===== config.mk =====
export PLATFORM = sky130hd
export DESIGN_NAME = des_decrypt_key_scheduler
export DESIGN_NICKNAME = d
export VERILOG_FILES = /design/src/rtl/des_decrypt_key_scheduler.sv
export SDC_FILE = /design/constraint.sdc
export NUM_CORES = 1
export LEC_CHECK = 0
export BUFFER_PORTS_ARGS = -buffer_cell sky130_fd_sc_hd__buf_2
export CORE_UTILIZATION = 50
export DETAILED_ROUTE_END_ITERATION = 12
export PLACE_DENSITY = 0.89
export SLEW_MARGIN = 10
export SYNTH_ARGS = -nofsm -noshare
export SYNTH_HDL_FRONTEND = slang
export SYNTH_SLANG_ARGS = --single-unit

===== constraint.sdc =====
create_clock -name clk -period 4.8 [get_ports clk]
set_input_delay 0.48 -clock clk [delete_from_list [all_inputs] [get_ports clk]]
set_output_delay 0.48 -clock clk [all_outputs]
set_load 0.02 [all_outputs]

===== src/rtl/des_decrypt_key_scheduler.sv =====
// des_decrypt_key_scheduler: DES subkeys K16..K1 with a valid/ack handshake.
// Define DES_KEY_PARITY_CHECK_EN to add a LOAD cycle that checks key byte parity.
module des_decrypt_key_scheduler (
  input  logic        clk,
  input  logic        reset,
  input  logic        start_strobe_din,
  input  logic [0:63] key_din,
  input  logic        round_key_ack_din,
  output logic [0:47] round_key_dout,
  output logic        round_key_valid_dout,
  output logic [3:0]  round_number_dout,
  output logic        busy_dout,
  output logic        done_strobe_dout,
  output logic        parity_error_dout
);

  typedef enum logic [1:0] {
    IDLE  = 2'd0,
`ifdef DES_KEY_PARITY_CHECK_EN
    LOAD  = 2'd1,
`endif
    ROUND = 2'd2
  } state_t;

  // FIPS 46-3 permuted choice 1, 1-based, bit 1 = MSB
  localparam int PC1 [56] = '{
    57, 49, 41, 33, 25, 17,  9,
     1, 58, 50, 42, 34, 26, 18,
    10,  2, 59, 51, 43, 35, 27,
    19, 11,  3, 60, 52, 44, 36,
    63, 55, 47, 39, 31, 23, 15,
     7, 62, 54, 46, 38, 30, 22,
    14,  6, 61, 53, 45, 37, 29,
    21, 13,  5, 28, 20, 12,  4
  };

  // FIPS 46-3 permuted choice 2, 1-based over {C,D}
  localparam int PC2 [48] = '{
    14, 17, 11, 24,  1,  5,
     3, 28, 15,  6, 21, 10,
    23, 19, 12,  4, 26,  8,
    16,  7, 27, 20, 13,  2,
    41, 52, 31, 37, 47, 55,
    30, 40, 51, 45, 33, 48,
    44, 49, 39, 56, 34, 53,
    46, 42, 50, 36, 29, 32
  };

  state_t      state;
  logic [0:27] c_q;
  logic [0:27] d_q;
  logic [0:55] pc1_w;
  logic [0:55] cd_w;
  logic        one_step;

  // The encryption schedule rotates left; walking it backwards rotates right.
  function automatic logic [0:27] rotr(
    input logic [0:27] v,
    input logic        single
  );
    if (single) begin
      return {v[27], v[0:26]};
    end
    return {v[26:27], v[0:25]};
  endfunction

  for (genvar i = 0; i < 56; i++) begin : g_pc1
    assign pc1_w[i] = key_din[PC1[i] - 1];
  end

  assign cd_w = {c_q, d_q};

  // Subkey is pure wiring of the C/D registers.
  for (genvar i = 0; i < 48; i++) begin : g_pc2
    assign round_key_dout[i] = cd_w[PC2[i] - 1];
  end

  // Rounds 16, 9, 2 and 1 use a single-bit shift.
  assign one_step = (round_number_dout == 4'd0)
                 || (round_number_dout == 4'd9)
                 || (round_number_dout == 4'd2)
                 || (round_number_dout == 4'd1);

`ifdef DES_KEY_PARITY_CHECK_EN
  logic [7:0] key_par;
  logic [7:0] par_q;

  for (genvar b = 0; b < 8; b++) begin : g_par
    assign key_par[b] = ^key_din[8*b +: 8];
  end
`else
  logic unused_parity_bits;

  assign unused_parity_bits = ^{
    key_din[7],  key_din[15],
    key_din[23], key_din[31],
    key_din[39], key_din[47],
    key_din[55], key_din[63]
  };
  assign parity_error_dout = 1'b0;
`endif

  // Schedule FSM with registered handshake and status outputs.
  always_ff @(posedge clk or posedge reset) begin
    if (reset) begin
      state                <= IDLE;
      c_q                  <= '0;
      d_q                  <= '0;
      round_key_valid_dout <= 1'b0;
      round_number_dout    <= 4'd0;
      busy_dout            <= 1'b0;
      done_strobe_dout     <= 1'b0;
`ifdef DES_KEY_PARITY_CHECK_EN
      par_q                <= '0;
      parity_error_dout    <= 1'b0;
`endif
    end else begin
      done_strobe_dout <= 1'b0;
`ifdef DES_KEY_PARITY_CHECK_EN
      parity_error_dout <= 1'b0;
`endif
      unique case (state)
        IDLE: begin
          if (start_strobe_din) begin
            c_q       <= pc1_w[0:27];
            d_q       <= pc1_w[28:55];
            busy_dout <= 1'b1;
`ifdef DES_KEY_PARITY_CHECK_EN
            par_q     <= key_par;
            state     <= LOAD;
`else
            state                <= ROUND;
            round_key_valid_dout <= 1'b1;
            round_number_dout    <= 4'd0;
`endif
          end
        end
`ifdef DES_KEY_PARITY_CHECK_EN
        LOAD: begin
          if (&par_q) begin
            state                <= ROUND;
            round_key_valid_dout <= 1'b1;
            round_number_dout    <= 4'd0;
          end else begin
            state             <= IDLE;
            busy_dout         <= 1'b0;
            parity_error_dout <= 1'b1;
          end
        end
`endif
        ROUND: begin
          if (round_key_ack_din) begin
            c_q <= rotr(c_q, one_step);
            d_q <= rotr(d_q, one_step);
            round_number_dout <= round_number_dout - 4'd1;
            if (round_number_dout == 4'd1) begin
              state                <= IDLE;
              round_key_valid_dout <= 1'b0;
              busy_dout            <= 1'b0;
              done_strobe_dout     <= 1'b1;
            end
          end
        end
        default: begin
          state <= IDLE;
        end
      endcase
    end
  end

endmodule


## After elaboration in Yosys (flattened, before gate mapping)

Index checks and enable logic that the tools add are counted.
Widths: inputs -> output; s select.

| storage, ports and cells | value |
|---|---|
| bits in registers | 64 |
| input bits | 68 |

| operators by class | value |
|---|---|
| $add $sub $neg | 1 |
| equal/unequal tests | 7 |
| multiplexer cells | 27 |
| reduce and logical (&&, ||, !) cells | 9 |

Operator list:

| operator | number |
|---|---|
| $mux 28 | 8 |
| $pmux 28 s2 | 2 |
| $mux 1 | 9 |
| $mux 4 | 2 |
| $pmux 4 s2 | 1 |
| $mux 2 | 3 |
| $ne 2x2->1 const B | 3 |
| $reduce_and 3->1 | 2 |
| $eq 4x1->1 const B | 1 |
| $eq 4x2->1 const B | 1 |
| $eq 4x4->1 const B | 1 |
| $logic_not 4->1 | 1 |
| $pmux 2 s2 | 1 |
| $reduce_and 4->1 | 1 |
| $sub 4x1->4 const B | 1 |
| $logic_or 1x1->1 | 3 |
| $eq 2x2->1 const B | 1 |
| $logic_not 2->1 | 1 |
| $pmux 1 s2 | 1 |
| $reduce_bool 2->1 | 1 |

## Logic depth before layout (Yosys ltp)

Gate-level depths: netlist (run 1).

| depth | value |
|---|---|
| word-level depth | 10 |
| gate-level depth with buffers | 7 |
| depth with buffers taken out | 5 |

## Worst setup path before layout (run 1)

Ideal clock, no wire load.

| timing path | value |
|---|---|
| path kind | reg2reg |
| start point | register round_number_dout[0] |
| end point | register d_q[14] (netlist bit) |
| data arrival time | 1.765 ns |
| required time | 4.713 ns |
| slack | 2.949 ns |
| stages on the path, launching flop included | 8 |
| buffers on the path | 2 |
| path through | dfrtp_1 > inv_1 > ha_1 > nor3_2 > buf_4 > clkbuf_1 > o311ai_0 > o211ai_1 |

| on the way | value |
|---|---|
| longest elaborated chain between the ends | 10 |

Ends and longest elaborated chain:

| element | line | source |
|---|---|---|
| start, declared | 11 | `output logic [3:0] round_number_dout,` |
| start signal, assigned | 155 | `round_number_dout <= round_number_dout - 4'd1;` |
| $eq 4x4->1 / $logic_not 4->1 (equally long branches) | 80, 79 |  |
| $logic_or 1x1->1 | 80 | `\|\| (round_number_dout == 4'd9)` |
| $logic_or 1x1->1 | 81 | `\|\| (round_number_dout == 4'd2)` |
| $logic_or 1x1->1 (*) | 82 | `\|\| (round_number_dout == 4'd1);` |
| $mux 1 (*) | 61 | `if (single) begin` |
| $mux 1 (*) | 152 | `if (round_key_ack_din) begin` |
| $mux 1 (*) | 122 | `unique case (state)` |
| $mux 28 (*) | 64 | `return {v[26:27], v[0:25]};` |
| $mux 28 (*) | 152 |  |
| $pmux 28 s2 (*) | 122 |  |
| end signal, assigned | 126 | `d_q <= pc1_w[28:55];` |
| end signal, assigned | 154 | `d_q <= rotr(d_q, one_step);` |
| end, declared | 51 | `logic [0:27] d_q;` |

Every way passes the cells marked *; elsewhere a longest branch is shown, timed or not. The select of a mux whose other input is x is not followed.
A chain may end at the register's enable or synchronous reset.

## Worst setup path in the final report (run 1)

| timing path | value |
|---|---|
| start point | register round_number_dout[1] |
| end point | register c_q[2] (netlist bit) |

| on the way | value |
|---|---|
| longest elaborated chain between the ends | 10 |

Ends and longest elaborated chain:

| element | line | source |
|---|---|---|
| $eq 4x4->1 / $logic_not 4->1 (equally long branches) | 80, 79 |  |
| $logic_or 1x1->1 | 80 |  |
| $logic_or 1x1->1 | 81 |  |
| $logic_or 1x1->1 (*) | 82 |  |
| $mux 1 (*) | 61 |  |
| $mux 1 (*) | 152 |  |
| $mux 1 (*) | 122 |  |
| $mux 28 (*) | 64 |  |
| $mux 28 (*) | 152 |  |
| $pmux 28 s2 (*) | 122 |  |
| end signal, assigned | 125 | `c_q <= pc1_w[0:27];` |
| end signal, assigned | 153 | `c_q <= rotr(c_q, one_step);` |
| end, declared | 50 | `logic [0:27] c_q;` |

Marked as above.

==> results.md, run 1 <==
- Outcome: completed
- Vias per std cell: 6.44
- Die area: 9190 um2
- Warnings from Yosys: 0
- Fillers: 757
- Leakage power: 2.24 nW
- Post-CTS sizing: 0
- Largest net degree at the start of global routing: 74
- Die H: 95.9 um
- Min-delay worst type: in -> async
- Final worst slack: 1560 ps
- Nets: 576
- Tmin final: 3240 ps
- First-pass DRT Iterations: 5
- Post-Syn Area: 4400 um2
- DR vias: 3955
- Fin. Hold Viols: 0
- CP max FO: 34
- Vias in the first global route: 3478
- Synth async-reset ratio: 100%
- WS Path Type: reg -> reg
- Inst Count DP: 598
- CTS root buffer: clkbuf_8
- CP endpoint kind: register
- Worst ir drop on vdd: 0.383 mV
- TritonCTS sink count: 62
- Number of remaining DRC errors: 0
- Yosys reg bits: 62
- Top cell type's share of synthesized area: 35.2%
- CP startpoint kind: register
- Routability cong.: 0.811
- Cells after synthesis: 477
- CP Data Required Time: 4990 ps
- Fin cells: 614
- Slew @ Worst Pin: 1190 ps
- Synth cell count leaders: nand2_1, dfrtp_1, buf_4, o211ai_1, mux2i_1
- Starting density of the core: 52.5%
- Max Cap Violations: 0
- Slew Limit Headroom: 20.1%
- FMAX: 0.309 GHz
- Layout cells sized above 1: 28.9%
- PwrDens: 648 nW/um2
- Fin util: 56.7%
- Antenna-violating nets left: 0
- Psw: 0.00148 W
- Post-synth EDFFs: 0
- TritonCTS buffer count: 9
- Gate power share: 52.2%
- Post-Place Setup Slack: 1620 ps
- Largest area contributor in the netlist: dfrtp_1
- Overall routing resource usage: 24.2%
- Total wire length: 10900 um
- Fin crit share: 67.5%
- Post-DP HPWL: 6690 um
- Unrepaired setup endpoints after global routing: false
- CTS max path bufs: 2
- Layout area overhead: 7.98%
- N_diodes: 0
- Syn Area/Cell: 9.23 um2
- Initial antenna violation count: 0
- Grt ovf: 0
- Syn Nets: 549
- Global-route wire length before repair: 17200 um
- Clk Latency, worst-skew pair: 330 ps
- Sw frac: 48.0%
- Setup TNS: 0 ps
- Clock skew: 8.84 ps
- Seq/Total Area, Yosys: 35.2%
- # rows: 33
- DIE WIDTH: 95.9 um
- IO Count: 124
- Post-synth cell types: 35
- Drt initial violations: 271
- Ys flop type: dfrtp_1
- Synth area leaders: dfrtp_1, buf_4, o211ai_1
- Hold-fix buffers, CTS: 0
- # setup viols final: 0
- Max H-tree Level: 3
- Clk slew on worst S/H paths: 70 ps
- Most frequent cell after synthesis: nand2_1
- Port buffer count: 114
- Core area: 8380 um2
- Slew Viols, Final: 0
- Total setup buffers inserted after CTS: 0
- Pint: 0.00160 W
- Clock power frac: 17.3%
- TritonCTS clock tree: built
- CP arrival: 3430 ps
- Reg power frac: 30.5%
- Avg WL per Cell: 17.8 um
- Hold WS: 371 ps
[critical path, cell delays in order (launching register included)]
cell and delay, ps:
dfrtp_1 460, inv_1 120, ha_1 270, nor2b_4 470, buf_4 450, or3_1 720, buf_4 420, o211ai_1 150
[power by group through the flow]
| stage | sequential (W) | combinational, W | clock, W |
|---|---|---|---|
| after global placement | 0.000924 | 0.00157 | 0 |
| after CTS | 0.000929 | 0.00161 | 0.000543 |
| after global routing | 0.000965 | 0.00177 | 0.000567 |
| after detailed placement | 0.000935 | 0.00161 | 0 |
| final | 0.000939 | 0.00161 | 0.000533 |
| after floorplan | 0.000903 | 0.00146 | 0 |
[per-stage QoR]
step	power, W	cell area (um2)
finish	0.00308	4760
global route	0.00330	4760
CTS	0.00308	4750
detailed placement	0.00254	4520
global placement	0.00249	4520
floorplan	0.00236	4400
[final cells by class]
class	instances	area [um2]	area share [%]
timing repair buffer	123	638	13.4
clock buffer	13	169	3.55
multi-input combinational	305	2190	46.0
inverter	3	11.3	0.237
sequential	62	1550	32.7
clock inverter	3	65.1	1.37
tap	105	131	2.76
[path summary, 6_finish.rpt]
path	startpoint	end	slack, ps	cells past startpoint
worst max-delay path	round_number_dout[1]	c_q[2]	1560	7
worst min-delay path	reset	d_q[13]	370	3
worst max register to register	round_number_dout[1]	c_q[2]	1560	7
worst min register to register	d_q[6]	d_q[7]	560	2
max in group asynchronous	reset	busy_dout	3840	3
min in group clk	key_din[3]	d_q[27]	420	3
[kinds of logic (layout without fill, tap and decap cells)]
logic type | count (synthesis) | count (layout) | synth area share, %
AOI/OAI and AO/OA | 171 | 171 | 31.0
xor gates and xnor gates | 1 | 1 | 0.199
adders and majority gates | 4 | 4 | 1.14
buffers and inverters | 110 | 142 | 15.6
DFF | 62 | 62 | 35.2
muxes | 29 | 29 | 6.59
other | 1 | 1 | 0.0851
and+or+nand+nor | 99 | 99 | 10.1
[routing by layer]
layer / track usage [%] / part of all wire, %
met2: 37.1 / 48
met3: 3.24 / 6.5
met1: 35.3 / 44
met5: 0 / 0
met4: 7.46 / 1.4
[layout by cell type, fill, tap and decap left out, types with 2 or more instances in the layout]
master | synthesis | routed
buf_2 | 21 | 114
nand2_1 | 72 | 72
dfrtp_1 | 62 | 60
o211ai_1 | 45 | 45
a22oi_1 | 28 | 28
mux2i_1 | 29 | 28
o311ai_0 | 20 | 20
o22a_1 | 14 | 14
o311ai_1 | 12 | 12
and3_1 | 12 | 12
o31ai_1 | 12 | 12
clkbuf_8 | 0 | 12
o311a_1 | 11 | 11
o22ai_1 | 11 | 11
a211o_1 | 11 | 11
buf_4 | 56 | 9
nor2_1 | 4 | 4
ha_1 | 4 | 4
a2bb2oi_1 | 3 | 3
o21ai_1 | 2 | 2
inv_1 | 3 | 2
or4b_1 | 2 | 2
dfrtp_2 | 0 | 2
bufinv_16 | 0 | 2
[state kept, by name, summed over array words and instances, names as in the netlist]
| register | flops |
|---|---|
| busy_dout | 1 |
| round_number_dout | 4 |
| done_strobe_dout | 1 |
| d_q | 28 |
| c_q | 28 |
No activity file was read; power rests on OpenSTA's default activity.
==> run 2, diff against run 1 <==
--- a/config.mk
+++ b/config.mk
@@ -6,7 +6,7 @@
 export NUM_CORES = 1
 export LEC_CHECK = 0
 export BUFFER_PORTS_ARGS = -buffer_cell sky130_fd_sc_hd__buf_2
-export CORE_UTILIZATION = 50
+export CORE_UTILIZATION = 48
 export DETAILED_ROUTE_END_ITERATION = 12
 export PLACE_DENSITY = 0.89
 export SLEW_MARGIN = 10
==> constraint.sdc (replaced) <==
create_clock -name clk -period 2.9 [get_ports clk]
set_input_delay 0.29 -clock clk [delete_from_list [all_inputs] [get_ports clk]]
set_output_delay 0.29 -clock clk [all_outputs]
set_load 0.02 [all_outputs]
==> results.md, run 2 (synthesized netlist as in run 1, its figures left out) <==
- Violated checks: design-rule violations
- Slew Limit Headroom: 43.1%
- Min-delay worst type: in -> async
- Sw frac: 48.7%
- Slew Viols, Final: 0
- Leading cell types in the layout, fill and taps excluded: buf_2, nand2_1, dfrtp_1, o211ai_1
- Unrepaired setup endpoints after global routing: false
- CP max FO: 22
- Slowest CP cell: dfrtp_1
- Critical path cell sequence: inv_1 -> ha_1 -> nor3_4 -> or3_1 -> buf_4 -> o211ai_1
- Fin crit share: 71.9%
- First-pass DRT Iterations: 10
- Avg WL per Cell: 18.5 um
- Vias in the first global route: 3807
- Fin. Hold Viols: 0
- Clk slew on worst S/H paths: 80 ps
- TritonCTS clock tree: built
- Tmin final: 2090 ps
- Total wire length: 11500 um
- Die H: 97.8 um
- Grt ovf: 0
- TritonCTS buffer count: 9
- DIE WIDTH: 97.8 um
- DP Area: 4600 um2
- Worst ir drop on vdd: 0.587 mV
- Regs by FF count: c_q x28, d_q x28, round_number_dout x4
- Port buffer count: 114
- Clock skew: 16.0 ps
- Vias per std cell: 6.42
- Fillers: 777
- Hold-fix buffers, CTS: 0
- Inst Count DP: 609
- Nets: 584
- Global-route wire length before repair: 19000 um
- Drt initial violations: 441
- CP arrival: 2290 ps
- Pint: 0.00264 W
- CP endpoint kind: register
- Antenna-violating nets left: 0
- Clock power frac: 16.3%
- Cell area after layout: 4810 um2
- Largest net degree at the start of global routing: 56
- Setup slack, reg-to-reg: 810 ps
- Setup crit start: round_number_dout[0]
- CTS root buffer: clkbuf_8
- Core area: 8810 um2
- Number of remaining DRC errors: 14
- DR vias: 4012
- Worst r2r src: round_number_dout[0]
- Die area: 9560 um2
- Gate power share: 51.9%
- Slew @ Worst Pin: 853 ps
- Routability cong.: 0.814
- Overall routing resource usage: 24.7%
- Max H-tree Level: 3
- Commonest non-fill, non-tap cell in the layout: buf_2
- CP startpoint kind: register
- Psw: 0.00251 W
- TritonCTS sink count: 62
- Clk Latency, worst-skew pair: 350 ps
- Post-DP HPWL: 7590 um
- PwrDens: 1070 nW/um2
- Fin cells: 625
- IO Count: 124
- Layout cells sized above 1: 30.0%
- Layout area overhead: 9.23%
- Initial antenna violation count: 0
- Max incr delay on CP: 460 ps
- # setup viols final: 0
- Setup TNS: 0 ps
- Reg power frac: 31.8%
- Leakage power: 2.26 nW
- Starting density of the core: 50.0%
- Post-CTS sizing: 0
- N_diodes: 0
- Max Cap Violations: 0
- Power Total: 0.00515 W
- WS Path Type: reg -> reg
- CTS max path bufs: 2
- # rows: 34
- Outcome: finished with violations
- Total setup buffers inserted after CTS: 0
- CP Data Required Time: 3100 ps
- FMAX: 0.480 GHz
==> run 2: changes by cell type in the layout (fill, tap and decap cells not counted) <==
cell / change
clkinv_4: +1
clkinv_2: +1
and2_2: +1
buf_12: +1
buf_4: +7
clkbuf_8: -3
and2_4: -1
clkinvlp_4: +1
==> run 2: path summary, 6_finish.rpt <==
kind,cells past startpoint,end
max,6,d_q[16]
min,2,d_q[15]
max reg2reg,6,d_q[16]
min reg2reg,1,done_strobe_dout
max in group asynchronous,3,c_q[12]
min in group clk,3,c_q[6]
==> run 2: routing by layer <==
metal | vias to the layer above | global-route usage [%] | share of wire, %
met1 | 1940 | 33.7 | 43
li1 | 1850 | - | -
met5 | - | 0 | 0
met3 | 29 | 3.44 | 6.8
met2 | 193 | 38.5 | 48
met4 | 0 | 12.9 | 2.5
==> run 2: critical path, delay by kind of cell, from the launching register on <==
kind            cells  cell delay (ps)
buf+inv             2              470
fa+ha+maj           1              240
flops               1              460
compound gates      1              140
simple gates        2              620
==> run 2: layout make-up <==
class                           count  area [um2]  area share (%)
Timing Repair Buffer              131         711            14.8
Sequential cell                    62        1550            32.3
Clock buffer                       10         128            2.65
Tap cell                          108         135            2.81
Multi-Input combinational cell    305        2190            45.4
Clock inverter                      6        86.3            1.79
Inverter                            3        11.3           0.234
==> run 2: stage by stage <==
step                      hold slack [ps]  setup slack, ps  utilization, %
after floorplan                       460             1050               -
after global placement                503              916            52.2
after detailed placement              520              817            52.2
after CTS                             143              815            54.6
after global routing                  178              608            54.6
final                                 108              815            54.6
==> run 2: power by group through the flow <==
| stage | Combinational, W | Sequential, W | Clock [W] |
|---|---|---|---|
| 3_3_place_gp | 0.00257 | 0.00162 | 0 |
| 3_5_place_dp | 0.00265 | 0.00164 | 0 |
| 4_1_cts | 0.00267 | 0.00163 | 0.000850 |
| 2_1_floorplan | 0.00242 | 0.00149 | 0 |
| 5_1_grt | 0.00292 | 0.00169 | 0.000883 |
| 6_report | 0.00267 | 0.00164 | 0.000841 |
==> run 3, diff against run 2 <==
--- a/config.mk
+++ b/config.mk
@@ -6,7 +6,7 @@
 export NUM_CORES = 1
 export LEC_CHECK = 0
 export BUFFER_PORTS_ARGS = -buffer_cell sky130_fd_sc_hd__buf_2
-export CORE_UTILIZATION = 48
+export CORE_UTILIZATION = 50
 export DETAILED_ROUTE_END_ITERATION = 12
 export PLACE_DENSITY = 0.89
 export SLEW_MARGIN = 10
==> constraint.sdc (replaced) <==
create_clock -name clk -period 2.1 [get_ports clk]
set_input_delay 0.21 -clock clk [delete_from_list [all_inputs] [get_ports clk]]
set_output_delay 0.21 -clock clk [all_outputs]
set_load 0.02 [all_outputs]
==> results.md, run 3 (synthesized netlist as in run 1, its figures left out) <==
- TritonCTS buffer count: 9
- Clock skew: 8.12 ps
- CP Data Required Time: 2320 ps
- Vias per std cell: 6.38
- Setup slack, reg-to-reg: 130 ps
- Leakage power: 2.30 nW
- WS Path Type: reg -> reg
- Post-DP HPWL: 7430 um
- Hold Crit Endpoint: d_q[27]
- DIE WIDTH: 95.9 um
- Setup TNS: 0 ps
- Max incr delay on CP: 450 ps
- Fin. Hold Viols: 0
- Power Total: 0.00735 W
- Slowest CP cell: dfrtp_1
- Core area: 8380 um2
- Min-delay worst type: in -> reg
- CP startpoint kind: register
- Commonest non-fill, non-tap cell in the layout: buf_2
- DR vias: 3999
- Total setup buffers inserted after CTS: 0
- TritonCTS clock tree: built
- Port buffer count: 114
- Antenna-violating nets left: 0
- Hold Crit Start: key_din[3]
- FMAX: 0.507 GHz
- CP max FO: 37
- Routability cong.: 0.812
- Die H: 95.9 um
- Initial antenna violation count: 0
- Worst ir drop on vdd: 0.947 mV
- N_diodes: 0
- Largest net degree at the start of global routing: 52
- Starting density of the core: 52.5%
- First-pass DRT Iterations: 6
- Worst r2r src: round_number_dout[1]
- Avg WL per Cell: 18.3 um
- Slew Viols, Final: 0
- Grt ovf: 0
- Leading cell types in the layout, fill and taps excluded: buf_2, nand2_1, dfrtp_1, o211ai_1
- Max Cap Violations: 0
- WHS Path Cells: 3
- CP arrival: 2190 ps
- IO Count: 124
- Tmin final: 1970 ps
- CP endpoint kind: register
- Slew Limit Headroom: 59.1%
- Unrepaired setup endpoints after global routing: false
- Max H-tree Level: 3
- Global-route wire length before repair: 17900 um
- TritonCTS sink count: 62
- Clk slew on worst S/H paths: 80 ps
- CTS root buffer: clkbuf_8
- Vias in the first global route: 3565
- FF-to-FF path depth: 6
- # setup viols final: 0
- CTS max path bufs: 2
- Outcome: completed
- Slew @ Worst Pin: 602 ps
- PwrDens: 1500 nW/um2
- Layout cells sized above 1: 30.8%
- Die area: 9190 um2
- Critical path cell sequence: inv_1 -> ha_1 -> nor2b_4 -> buf_12 -> o311a_1 -> a211o_1
- Layout area overhead: 11.4%
- Overall routing resource usage: 25.2%
- # rows: 33
- Drt initial violations: 385
- Clk Latency, worst-skew pair: 340 ps
- Reg2Reg Capture Point: c_q[23]
- Number of remaining DRC errors: 0
- Regs by FF count: c_q x28, d_q x28, round_number_dout x4
- Fillers: 706
- Nets: 589
- Fin crit share: 93.9%
- Total wire length: 11500 um
==> run 3: metrics by stage <==
step	instances	hold slack, ps	setup slack [ps]	cell area, um2	utilization, %
2_1_floorplan	477	380	249	4400	-
3_3_place_gp	609	325	130	4650	55.5
3_5_place_dp	609	335	22.0	4650	55.5
4_1_cts	626	126	17.7	4900	58.4
5_1_grt	627	127	21.1	4910	58.5
6_report	627	133	128	4910	58.5
==> run 3: critical path, delay by kind of cell, from the launching register on <==
| family | cells | cell delay [ps] |
|---|---|---|
| flops | 1 | 450 |
| fa+ha+maj | 1 | 340 |
| compound gates | 2 | 580 |
| simple gates | 1 | 150 |
| buf+inv | 2 | 330 |
==> run 3: area by class of cell <==
type                       count  area, um2  area share, %
multi-input combinational    306       2210           45.0
clock buffer                  10        138           2.81
sequential                    62       1550           31.7
tap                          105        131           2.68
inverter                       3       11.3          0.230
clock inverter                 6       85.1           1.73
timing repair buffer         135        781           15.9
==> run 3: power breakdown <==
group	switching [W]	leakage [nW]	total [W]	internal [W]
registers	0.000547	0.801	0.00220	0.00165
logic	0.00248	1.39	0.00396	0.00149
clock network	0.000493	0.108	0.00119	0.000696
total	0.00352	2.30	0.00735	0.00384
==> run 3: how the worst max path moves through the flow <==
stage	start	end	depth (start not counted)	slack (ps)
after detailed placement	round_number_dout[1]	d_q[4]	5	20
after global placement	round_number_dout[1]	d_q[4]	5	130
after CTS	round_number_dout[1]	c_q[4]	6	20
after global routing	round_number_dout[1]	d_q[12]	6	20
final	round_number_dout[1]	c_q[23]	6	130
after floorplan	round_number_dout[0]	d_q[14]	7	250
==> run 3: what timing repair did <==
| action | 4_1_cts | 5_1_grt |
|---|---|---|
| cloned | 0 | 1 |
| gates resized for setup | 2 | 0 |
| endpoints found under the hold margin | 28 | 0 |
| setup endpoints to repair | 1 | 45 |
| hold buffers | 1 | 0 |
==> run 3: per-layer routing <==
layer  up-vias  track usage, %  wire (um)
met5         -               0          0
met1      1950            35.6       5030
met3        11            3.71        771
met2       183            39.6       5560
met4         0            8.46        123
li1       1855               -          -
